--- src/rtl/mem_arbiter.sv ---
`default_nettype none
// mem_arbiter: shares one byte-wide RAM port between the instruction fetcher and the load/store buffer,
// serialising 1/2/4-byte accesses with round-robin grant, squash handling and I/O store back-pressure. rev 1.0
module mem_arbiter #(
  parameter logic [31:0] IO_BASE = 32'h30000
) (
  input  logic        clk_in,
  input  logic        rst_in,
  input  logic        rdy_in,
  input  logic        rollback_flag_from_RoB,
  input  logic        io_buffer_full,
  input  logic        en_signal_from_fetcher,
  input  logic [31:0] pc_from_fetcher,
  input  logic        drop_flag_from_fetcher,
  output logic [31:0] inst_to_fetcher,
  output logic        ok_flag_to_fetcher,
  input  logic        en_signal_from_lsb,
  input  logic        rw_flag_from_lsb,
  input  logic [31:0] addr_from_lsb,
  input  logic [2:0]  len_from_lsb,
  input  logic [31:0] data_from_lsb,
  output logic [31:0] data_to_lsb,
  output logic        ok_flag_to_lsb,
  input  logic [7:0]  mem_din,
  output logic [7:0]  mem_dout,
  output logic [31:0] mem_a,
  output logic        mem_wr
);

  localparam logic [1:0] S_IDLE  = 2'd0;
  localparam logic [1:0] S_FETCH = 2'd1;
  localparam logic [1:0] S_LOAD  = 2'd2;
  localparam logic [1:0] S_STORE = 2'd3;

  logic [1:0]  state, state_nx;
  logic        f_pend, l_pend, l_rw, rr_lsb, wr_reg;
  logic [31:0] f_pc, l_addr, l_data;
  logic [2:0]  l_len, step, op_len;
  logic [31:0] op_data, rd_buf;

  logic        f_kill, f_req, l_req, l_go, grant_f, grant_l;
  logic        l_rw_eff;
  logic [31:0] f_addr_eff, l_addr_eff, l_data_eff;
  logic [2:0]  l_len_eff;
  logic        rd_done, st_done, abort;
  logic [4:0]  cap_sh;
  logic [31:0] rd_next;

  // A request pulse is visible to the arbiter in its own cycle so the first address goes out next cycle.
  always_comb begin
    f_kill     = drop_flag_from_fetcher | rollback_flag_from_RoB;
    f_addr_eff = en_signal_from_fetcher ? pc_from_fetcher : f_pc;
    l_rw_eff   = en_signal_from_lsb ? rw_flag_from_lsb : l_rw;
    l_addr_eff = en_signal_from_lsb ? addr_from_lsb : l_addr;
    l_len_eff  = en_signal_from_lsb ? len_from_lsb : l_len;
    l_data_eff = en_signal_from_lsb ? data_from_lsb : l_data;
    f_req      = (f_pend | en_signal_from_fetcher) & ~f_kill;
    l_req      = (l_pend | en_signal_from_lsb) & ~(rollback_flag_from_RoB & ~l_rw_eff);
    l_go       = l_req & ~(l_rw_eff & (l_addr_eff >= IO_BASE) & io_buffer_full);
    grant_l    = (state == S_IDLE) & l_go & (~f_req | rr_lsb);
    grant_f    = (state == S_IDLE) & f_req & (~l_go | ~rr_lsb);
  end

  always_ff @(posedge clk_in or negedge rst_in) begin
    if (!rst_in) begin
      state <= S_IDLE;
    end else if (rdy_in) begin
      state <= state_nx;
    end
  end

  always_comb begin
    state_nx = state;
    case (state)
      S_IDLE: begin
        if (grant_l)      state_nx = l_rw_eff ? S_STORE : S_LOAD;
        else if (grant_f) state_nx = S_FETCH;
      end
      S_FETCH, S_LOAD: if (abort || rd_done) state_nx = S_IDLE;
      S_STORE:         if (st_done) state_nx = S_IDLE;
      default:         state_nx = S_IDLE;
    endcase
  end

  always_comb begin
    mem_wr  = wr_reg & rdy_in;
    abort   = ((state == S_FETCH) & f_kill) | ((state == S_LOAD) & rollback_flag_from_RoB);
    rd_done = ((state == S_FETCH) | (state == S_LOAD)) & (step == op_len);
    st_done = (state == S_STORE) & ((step + 3'd1) == op_len);
    // mem_din carries the byte addressed one step earlier.
    cap_sh  = {step[1:0] - 2'd1, 3'b000};
    rd_next = rd_buf | ({24'd0, mem_din} << cap_sh);
  end

  always_ff @(posedge clk_in or negedge rst_in) begin
    if (!rst_in) begin
      f_pend <= 1'b0; l_pend <= 1'b0; l_rw <= 1'b0; rr_lsb <= 1'b1; wr_reg <= 1'b0;
      f_pc <= 32'd0; l_addr <= 32'd0; l_data <= 32'd0; l_len <= 3'd0;
      step <= 3'd0; op_len <= 3'd0; op_data <= 32'd0; rd_buf <= 32'd0;
      mem_a <= 32'd0; mem_dout <= 8'd0;
      inst_to_fetcher <= 32'd0; data_to_lsb <= 32'd0;
      ok_flag_to_fetcher <= 1'b0; ok_flag_to_lsb <= 1'b0;
    end else if (rdy_in) begin
      ok_flag_to_fetcher <= 1'b0;
      ok_flag_to_lsb     <= 1'b0;
      f_pend <= f_req & ~grant_f;
      l_pend <= l_req & ~grant_l;
      if (en_signal_from_fetcher) f_pc <= pc_from_fetcher;
      if (en_signal_from_lsb) begin
        l_rw   <= rw_flag_from_lsb;
        l_addr <= addr_from_lsb;
        l_len  <= len_from_lsb;
        l_data <= data_from_lsb;
      end
      // Priority only flips when both sides actually competed.
      if (f_req && l_go && state == S_IDLE) rr_lsb <= grant_f;
      case (state)
        S_IDLE: begin
          if (grant_l) begin
            mem_a    <= l_addr_eff;
            op_len   <= l_len_eff;
            step     <= 3'd0;
            rd_buf   <= 32'd0;
            mem_dout <= l_data_eff[7:0];
            op_data  <= l_data_eff >> 8;
            wr_reg   <= l_rw_eff;
          end else if (grant_f) begin
            mem_a  <= f_addr_eff;
            op_len <= 3'd4;
            step   <= 3'd0;
            rd_buf <= 32'd0;
          end
        end
        S_FETCH, S_LOAD: begin
          if (!abort) begin
            if (step != 3'd0) rd_buf <= rd_next;
            if ((step + 3'd1) < op_len) mem_a <= mem_a + 32'd1;
            step <= step + 3'd1;
            if (rd_done) begin
              if (state == S_FETCH) begin
                inst_to_fetcher    <= rd_next;
                ok_flag_to_fetcher <= 1'b1;
              end else begin
                data_to_lsb    <= rd_next;
                ok_flag_to_lsb <= 1'b1;
              end
            end
          end
        end
        S_STORE: begin
          if (st_done) begin
            wr_reg         <= 1'b0;
            ok_flag_to_lsb <= 1'b1;
          end else begin
            mem_a    <= mem_a + 32'd1;
            mem_dout <= op_data[7:0];
            op_data  <= op_data >> 8;
            step     <= step + 3'd1;
          end
        end
        default: ;
      endcase
    end
  end

endmodule
`default_nettype wire

--- config.mk ---
export PLATFORM = sky130hd
export DESIGN_NAME = mem_arbiter
export DESIGN_NICKNAME = d
export VERILOG_FILES = /design/src/rtl/mem_arbiter.sv
export SDC_FILE = /design/constraint.sdc
export NUM_CORES = 1
export LEC_CHECK = 0
export ABC_AREA = 1
export CORE_ASPECT_RATIO = 0.5
export CORE_MARGIN = 1.5
export CORE_UTILIZATION = 50
export DETAILED_ROUTE_END_ITERATION = 6
export DONT_BUFFER_PORTS = 1
export GPL_TIMING_DRIVEN = 0
export PLACE_DENSITY = 0.65
export SETUP_SLACK_MARGIN = 0.05
export SLEW_MARGIN = 20
export SYNTH_ARGS = -nofsm -noshare
export SYNTH_HDL_FRONTEND = slang
export SYNTH_SLANG_ARGS = --single-unit
--- constraint.sdc ---
create_clock -name clk_in -period 3.43 [get_ports clk_in]
set_input_delay 0.686 -clock clk_in [delete_from_list [all_inputs] [get_ports clk_in]]
set_output_delay 0.686 -clock clk_in [all_outputs]
set_load 0.02 [all_outputs]
==> metrics.txt, run 1 <==
# TYPE chip_impl_metric gauge
chip_impl_info{name="tritoncts",value="yes"} 1
chip_impl_metric{name="maximum_vdd_ir_drop",unit="V"} 0.000429
chip_impl_metric{name="timing.slew.headroom",unit=""} 0.394
chip_impl_metric{name="footprint_of_the_multi_input_gates",unit="um^2"} 5910
chip_impl_info{name="violations",value="negative hold slack"} 1
chip_impl_metric{name="global_route_usage_sum",unit=""} 0.297
chip_impl_metric{name="drt_wl_total",unit="um"} 41900
chip_impl_metric{name="design.die.area",unit="um^2"} 28700
chip_impl_metric{name="final.fill_count",unit=""} 2530
chip_impl_metric{name="layout_worst_path_cycle_share",unit=""} 0.921
chip_impl_metric{name="postRouteAntennaNets",unit=""} 0
chip_impl_metric{name="max_cap_viol_count",unit=""} 0
chip_impl_metric{name="hold_ws",unit="ps"} -162
chip_impl_metric{name="grt_first_pass_wirelength",unit="um"} 66800
chip_impl_metric{name="grt_antenna_before_repair",unit=""} 3
chip_impl_metric{name="std_cell_rows",unit=""} 42
chip_impl_info{name="final_common_cell",value="nand2_1"} 1
chip_impl_metric{name="cts-htree-levels",unit=""} 1
chip_impl_metric{name="synth_cell_types",unit=""} 39
chip_impl_metric{name="skew",unit="ps"} 9.07
chip_impl_metric{name="core-area",unit="um^2"} 26800
chip_impl_metric{name="final_core_util",unit=""} 0.568
chip_impl_metric{name="clock_tree_buf_depth",unit=""} 3
chip_impl_metric{name="worst-endpoint-arrival",unit="ps"} 2470
chip_impl_metric{name="yosys_warnings",unit=""} 0
chip_impl_metric{name="buffer_ports.inserted",unit=""} 0
chip_impl_info{name="run_status",value="complete, but fails checks"} 1
chip_impl_metric{name="gr-total-overflow",unit=""} 0
chip_impl_info{name="r2r-start",value="step[0]$_DFFE_PN0P_"} 1
chip_impl_metric{name="post_synth_instance_area",unit="um^2"} 13800
chip_impl_metric{name="io_pins",unit=""} 223
chip_impl_metric{name="area.sequential",unit="um^2"} 6860
chip_impl_metric{name="clk_pin_slew_worst_paths",unit="ps"} 70
chip_impl_metric{name="floorplan.die.height",unit="um"} 121
chip_impl_metric{name="detailedPlacementHpwl",unit="um"} 31400
chip_impl_metric{name="grt_start_max_net_pins",unit=""} 275
chip_impl_metric{name="layout-drive-gt1-share",unit=""} 0.0564
chip_impl_metric{name="timing.setup.tns",unit="ps"} 0
chip_impl_info{name="rr_endpoint",value="mem_dout[0]$_DFFE_PN0P_"} 1
chip_impl_metric{name="vias_per_cell",unit=""} 5.65
chip_impl_metric{name="gpl.final_weighted_congestion",unit=""} 0.925
chip_impl_metric{name="synth_cells",unit=""} 1778
chip_impl_info{name="mostFrequentLayoutCells",value="nand2_1 (597), dfrtp_1 (273), o21ai_0 (272)"} 1
chip_impl_metric{name="static_leak",unit="nW"} 7.15
chip_impl_metric{name="area_growth_syn_to_layout",unit="%"} 10.2
chip_impl_metric{name="critical_path_required",unit="ps"} 2740
chip_impl_metric{name="syn_avg_cell_area",unit="um^2"} 7.77
chip_impl_metric{name="place_area",unit="um^2"} 14300
chip_impl_info{name="critPathKind",value="in2out"} 1
chip_impl_metric{name="routed-via-count",unit=""} 12312
chip_impl_metric{name="reg2reg_setup_slack",unit="ps"} 450
chip_impl_metric{name="drt-pass1-iter-count",unit=""} 5
chip_impl_info{name="synth_flop_cell",value="dfrtp_1"} 1
chip_impl_info{name="worst_setup_path_start_kind",value="input port"} 1
chip_impl_metric{name="synth_fp_nets",unit=""} 1904
chip_impl_info{name="rsz_0062_raised_after_global_routing",value="false"} 1
chip_impl_metric{name="vias_in_the_first_global_route",unit=""} 12077
chip_impl_info{name="clk_root_buffer_cell",value="clkbuf_16"} 1
chip_impl_metric{name="crit_path_max_fanout",unit=""} 10
chip_impl_metric{name="power_per_cell_area",unit="nW/um^2"} 798
chip_impl_metric{name="finalHoldViolations",unit=""} 150
chip_impl_metric{name="detailedRoute.firstIterationViolations",unit=""} 1212
chip_impl_metric{name="setup-violations-final",unit=""} 0
chip_impl_metric{name="routedWlPerCell",unit="um"} 19.2
chip_impl_metric{name="worstSkewPairLatency",unit="ps"} 550
chip_impl_metric{name="seq_area_frac_synth",unit=""} 0.496
chip_impl_metric{name="register_bit_count_reported_by_yosys",unit=""} 274
chip_impl_metric{name="design_area",unit="um^2"} 15200
chip_impl_metric{name="final_max_slew_viol_count",unit=""} 0
chip_impl_metric{name="fmax",unit="MHz"} 316
chip_impl_metric{name="number_of_design_rule_violations_left_after_detail_routing",unit=""} 0
chip_impl_metric{name="ff2ff_path_depth",unit=""} 10
chip_impl_metric{name="max_slew.worst_pin.slew",unit="ps"} 909
chip_impl_metric{name="synth-edff-count",unit=""} 0
chip_impl_info{name="min_path_type",value="in2async"} 1
chip_impl_metric{name="initial_core_util",unit=""} 0.516
chip_impl_metric{name="cts-buffers-inserted",unit=""} 26
chip_impl_metric{name="synthArstFlopShare",unit=""} 1.00
chip_impl_metric{name="final_period_minus_worst_setup_slack",unit="ps"} 3160
chip_impl_metric{name="final_net_count",unit=""} 1932
chip_impl_metric{name="clock-sinks",unit=""} 274
chip_impl_info{name="worstSetupEndpointType",value="primary output"} 1
chip_impl_metric{name="chipWidth",unit="um"} 238
==> timing repair <==
action | 4_1_cts | 5_1_grt
setup buffers | 0 | 0
setup endpoints to repair | 0 | 45
resized for setup | 0 | 7
endpoints found under the hold margin | 273 | 273
==> worst max-delay path by stage <==
| stage | from | to | slack [ps] | depth (start not counted) |
|---|---|---|---|---|
| 5_1_grt | step[0]$_DFFE_PN0P_ | mem_a[12]$_DFFE_PN0P_ | 200 | 13 |
| 3_3_place_gp | rdy_in | mem_wr | 180 | 5 |
| 4_1_cts | rdy_in | mem_wr | 130 | 5 |
| 3_5_place_dp | rdy_in | mem_wr | 170 | 5 |
| 6_report | rdy_in | mem_wr | 270 | 5 |
| 2_1_floorplan | step[0]$_DFFE_PN0P_ | mem_a[23]$_DFFE_PN0P_ | 950 | 13 |
==> cells in the mapped netlist (all sizes together) (2+ instances only) <==
master / instances / share of area
nand2: 600 / 0.16
o21ai: 324 / 0.12
dfrtp: 273 / 0.49
inv: 140 / 0.038
nand3: 87 / 0.034
nor2: 72 / 0.020
clkbuf: 70 / 0.019
nand4: 45 / 0.020
buf: 40 / 0.019
mux2i: 33 / 0.024
a31oi: 23 / 0.010
a21oi: 12 / 0.0046
or2: 12 / 0.0054
ha: 10 / 0.0091
nor3: 10 / 0.0036
xor2: 7 / 0.0044
xnor2: 6 / 0.0038
a211oi: 3 / 0.0016
nand3b: 2 / 0.0011
o22ai: 2 / 0.00091
==> critical path: stages <==
cell             delay (ps)
clkdlybuf4s15_1         670
clkbuf_2                420
clkbuf_1                420
nand2_1                 100
inv_1                   170
==> metal layers <==
metal  vias up  GRT usage  routed length (um)
met5         -          0                   0
met4         0     0.0787                1030
met3        72     0.0648                3050
met2       429      0.487               19500
met1      5957      0.400               18300
li1       5854          -                   -
==> cell families (layout without fill, tap and decap cells) <==
| group | after synthesis | after routing | synth area share |
|---|---|---|---|
| and+or+nand+nor | 830 | 830 | 0.249 |
| AOI/OAI and AO/OA | 367 | 367 | 0.138 |
| DFF | 274 | 274 | 0.496 |
| buffers and inverters | 251 | 299 | 0.0761 |
| muxes | 33 | 33 | 0.0239 |
| xor gates and xnor gates | 13 | 13 | 0.00824 |
| adders and majority gates | 10 | 10 | 0.00905 |
| other | 0 | 3 | 0 |
==> per-stage QoR <==
| step | std cells | setup slack (ps) | total power [mW] |
|---|---|---|---|
| 5_1_grt | 2181 | 203 | 13.0 |
| 6_report | 2181 | 270 | 12.2 |
| 4_1_cts | 2178 | 132 | 12.2 |
| 3_3_place_gp | 2130 | 183 | 8.82 |
| 2_1_floorplan | 1778 | 951 | 7.72 |
| 3_5_place_dp | 2130 | 174 | 8.94 |
==> where the power goes <==
part / switching (mW) / internal [mW] / leakage [nW]
sequential: 1.13 / 4.03 / 3.54
clock: 1.30 / 1.91 / 0.460
combinational: 2.56 / 1.21 / 3.14
total: 5.00 / 7.15 / 7.15
==> cell type report <==
cell class | count | area share
Clock inverter | 14 | 0.0138
Buffer | 110 | 0.0349
Clock buffer | 34 | 0.0487
Multi-Input combinational cell | 1253 | 0.388
Sequential cell | 274 | 0.450
Inverter | 141 | 0.0350
Tap cell | 352 | 0.0289
Antenna cell | 3 | 0.000493
Note: power is estimated with default switching activity, not from simulation.
==> run 2, diff against run 1 <==
==> constraint.sdc (replaced) <==
create_clock -name clk_in -period 3.43 [get_ports clk_in]
set_input_delay 0.686 -clock clk_in [delete_from_list [all_inputs] [get_ports clk_in]]
set_output_delay 0.686 -clock clk_in [all_outputs]
set_load 0.01 [all_outputs]
==> run 2 against run 1 <==
The flow still finishes with violations (negative hold slack); die area stayed put; register-to-register slack hardly changed; clock skew is 0.73 ps lower; sequential share of layout area hardly changed; flip-flop and latch count stayed put; cell count stayed put; clock power hardly changed; routed wire length hardly changed; combinational power hardly changed; via count is 0.12% lower; fmax is 3.7% lower; largest cell class unchanged; highest routed layer unchanged.
==> metrics.txt, run 2 (synthesis results as in run 1) <==
# TYPE chip_impl_metric gauge
chip_impl_info{name="critPathKind",value="in2out"} 1
chip_impl_info{name="clk_root_buffer_cell",value="clkbuf_16"} 1
chip_impl_metric{name="setup-violations-final",unit=""} 0
chip_impl_metric{name="maximum_vdd_ir_drop",unit="V"} 0.000428
chip_impl_info{name="violations",value="negative hold slack"} 1
chip_impl_metric{name="std_cell_rows",unit=""} 42
chip_impl_metric{name="cts-buffers-inserted",unit=""} 26
chip_impl_metric{name="grt_first_pass_wirelength",unit="um"} 66800
chip_impl_metric{name="skew",unit="ps"} 8.34
chip_impl_metric{name="max_slew.worst_pin.slew",unit="ps"} 940
chip_impl_metric{name="vias_per_cell",unit=""} 5.64
chip_impl_metric{name="cts-htree-levels",unit=""} 1
chip_impl_info{name="rsz_0062_raised_after_global_routing",value="false"} 1
chip_impl_metric{name="min_setup_slack_post_route",unit="ps"} 150
chip_impl_metric{name="fmax",unit="MHz"} 305
chip_impl_metric{name="power_per_cell_area",unit="nW/um^2"} 781
chip_impl_metric{name="timing.slew.headroom",unit=""} 0.374
chip_impl_info{name="tritoncts",value="yes"} 1
chip_impl_metric{name="drt_wl_total",unit="um"} 41900
chip_impl_metric{name="initial_core_util",unit=""} 0.516
chip_impl_info{name="min_path_type",value="in2async"} 1
chip_impl_metric{name="crit_path_max_fanout",unit=""} 10
chip_impl_metric{name="core-area",unit="um^2"} 26800
chip_impl_metric{name="dp_slack",unit="ps"} 231
chip_impl_metric{name="chipWidth",unit="um"} 238
chip_impl_metric{name="global_route_usage_sum",unit=""} 0.297
chip_impl_metric{name="drt-pass1-iter-count",unit=""} 5
chip_impl_info{name="final_common_cell",value="nand2_1"} 1
chip_impl_metric{name="worstSkewPairLatency",unit="ps"} 550
chip_impl_metric{name="grt_start_max_net_pins",unit=""} 275
chip_impl_metric{name="max_cap_viol_count",unit=""} 0
chip_impl_metric{name="detailedRoute.firstIterationViolations",unit=""} 1163
chip_impl_info{name="worst_setup_path_start_kind",value="input port"} 1
chip_impl_metric{name="grt_antenna_before_repair",unit=""} 3
chip_impl_metric{name="final.fill_count",unit=""} 2525
chip_impl_metric{name="design.die.area",unit="um^2"} 28700
chip_impl_metric{name="area_growth_syn_to_layout",unit="%"} 10.2
chip_impl_metric{name="detailedPlacementHpwl",unit="um"} 31400
chip_impl_metric{name="final_net_count",unit=""} 1932
chip_impl_metric{name="layout-drive-gt1-share",unit=""} 0.0559
chip_impl_info{name="worstSetupEndpointType",value="primary output"} 1
chip_impl_metric{name="routedWlPerCell",unit="um"} 19.2
chip_impl_metric{name="critical_path_required",unit="ps"} 2740
chip_impl_info{name="run_status",value="complete, but fails checks"} 1
chip_impl_metric{name="clock_tree_buf_depth",unit=""} 3
chip_impl_metric{name="clock-sinks",unit=""} 274
chip_impl_metric{name="hold_ws",unit="ps"} -161
chip_impl_metric{name="static_leak",unit="nW"} 7.14
chip_impl_metric{name="postRouteAntennaNets",unit=""} 0
chip_impl_metric{name="power.total",unit="mW"} 11.9
chip_impl_metric{name="final_period_minus_worst_setup_slack",unit="ps"} 3280
chip_impl_metric{name="floorplan.die.height",unit="um"} 121
chip_impl_metric{name="clk_pin_slew_worst_paths",unit="ps"} 70
chip_impl_metric{name="io_pins",unit=""} 223
chip_impl_metric{name="finalHoldViolations",unit=""} 148
chip_impl_metric{name="gr-total-overflow",unit=""} 0
chip_impl_metric{name="buffer_ports.inserted",unit=""} 0
chip_impl_metric{name="layout_worst_path_cycle_share",unit=""} 0.956
chip_impl_info{name="mostFrequentLayoutCells",value="nand2_1 (597), dfrtp_1 (273), o21ai_0 (272)"} 1
chip_impl_metric{name="gpl.final_weighted_congestion",unit=""} 0.925
chip_impl_metric{name="final_core_util",unit=""} 0.568
chip_impl_metric{name="timing.setup.tns",unit="ps"} 0
chip_impl_metric{name="final_max_slew_viol_count",unit=""} 0
chip_impl_metric{name="routed-via-count",unit=""} 12297
chip_impl_metric{name="number_of_design_rule_violations_left_after_detail_routing",unit=""} 0
chip_impl_metric{name="vias_in_the_first_global_route",unit=""} 12077
chip_impl_metric{name="worst-endpoint-arrival",unit="ps"} 2590
-- run 2: changes by cell type in the layout (fill, tap and decap cells not counted) --
cell	delta
clkdlybuf4s15_1	-1
clkbuf_1	+2
clkbuf_2	-1
-- run 2: routing by layer --
| layer | up-vias | global-route usage | part of all wire |
|---|---|---|---|
| met2 | 409 | 0.487 | 0.46 |
| li1 | 5857 | - | - |
| met4 | 0 | 0.0787 | 0.026 |
| met1 | 5953 | 0.400 | 0.44 |
| met5 | - | 0 | 0 |
| met3 | 78 | 0.0648 | 0.071 |
-- run 2: worst paths after layout --
check                                                   to  depth (start not counted)                 start  slack, ps
worst max-delay path                                mem_wr                          5                rdy_in        150
min in group clk_in                 l_addr[18]$_DFFE_PN0P_                          2     addr_from_lsb[18]        320
worst min register to register        l_len[2]$_DFFE_PN0P_                          2  l_len[2]$_DFFE_PN0P_        490
max in group asynchronous              f_pc[2]$_DFFE_PN0P_                          0                rst_in       2860
worst max register to register        mem_a[6]$_DFFE_PN0P_                         13   step[0]$_DFFE_PN0P_        460
worst min-delay path            data_to_lsb[8]$_DFFE_PN0P_                          0                rst_in       -160
-- run 2: area by class of cell --
cell class / count / area [um^2] / share of cell area
inverter: 141 / 533 / 0.0350
clock buffer: 34 / 742 / 0.0487
sequential: 274 / 6860 / 0.450
antenna: 3 / 7.51 / 0.000493
buffer: 110 / 524 / 0.0344
tap: 352 / 440 / 0.0289
clock inverter: 14 / 210 / 0.0138
multi-input combinational: 1253 / 5910 / 0.388
-- run 2: repair_timing --
item,CTS,global route
setup buffers,0,0
endpoints found under the setup margin,0,44
resized for setup,0,3
endpoints found under the hold margin,273,273
-- run 2: report_power, final --
group / total [mW] / internal [mW] / switching (mW)
clock: 3.21 / 1.91 / 1.30
combinational: 3.77 / 1.21 / 2.56
sequential: 4.91 / 4.04 / 0.869
-- run 2: through the flow --
step	area, um^2	std cells	hold slack [ps]
detailed placement	14300	2130	397
floorplan	13800	1778	390
global placement	14300	2130	400
global route	15200	2181	-190
finish	15200	2181	-161
CTS	15200	2178	-184
-- run 2: critical path: stages --
cell and delay [ps]:
clkbuf_1 680, clkbuf_1 570, clkbuf_1 430, nand2_1 100
inv_1 110
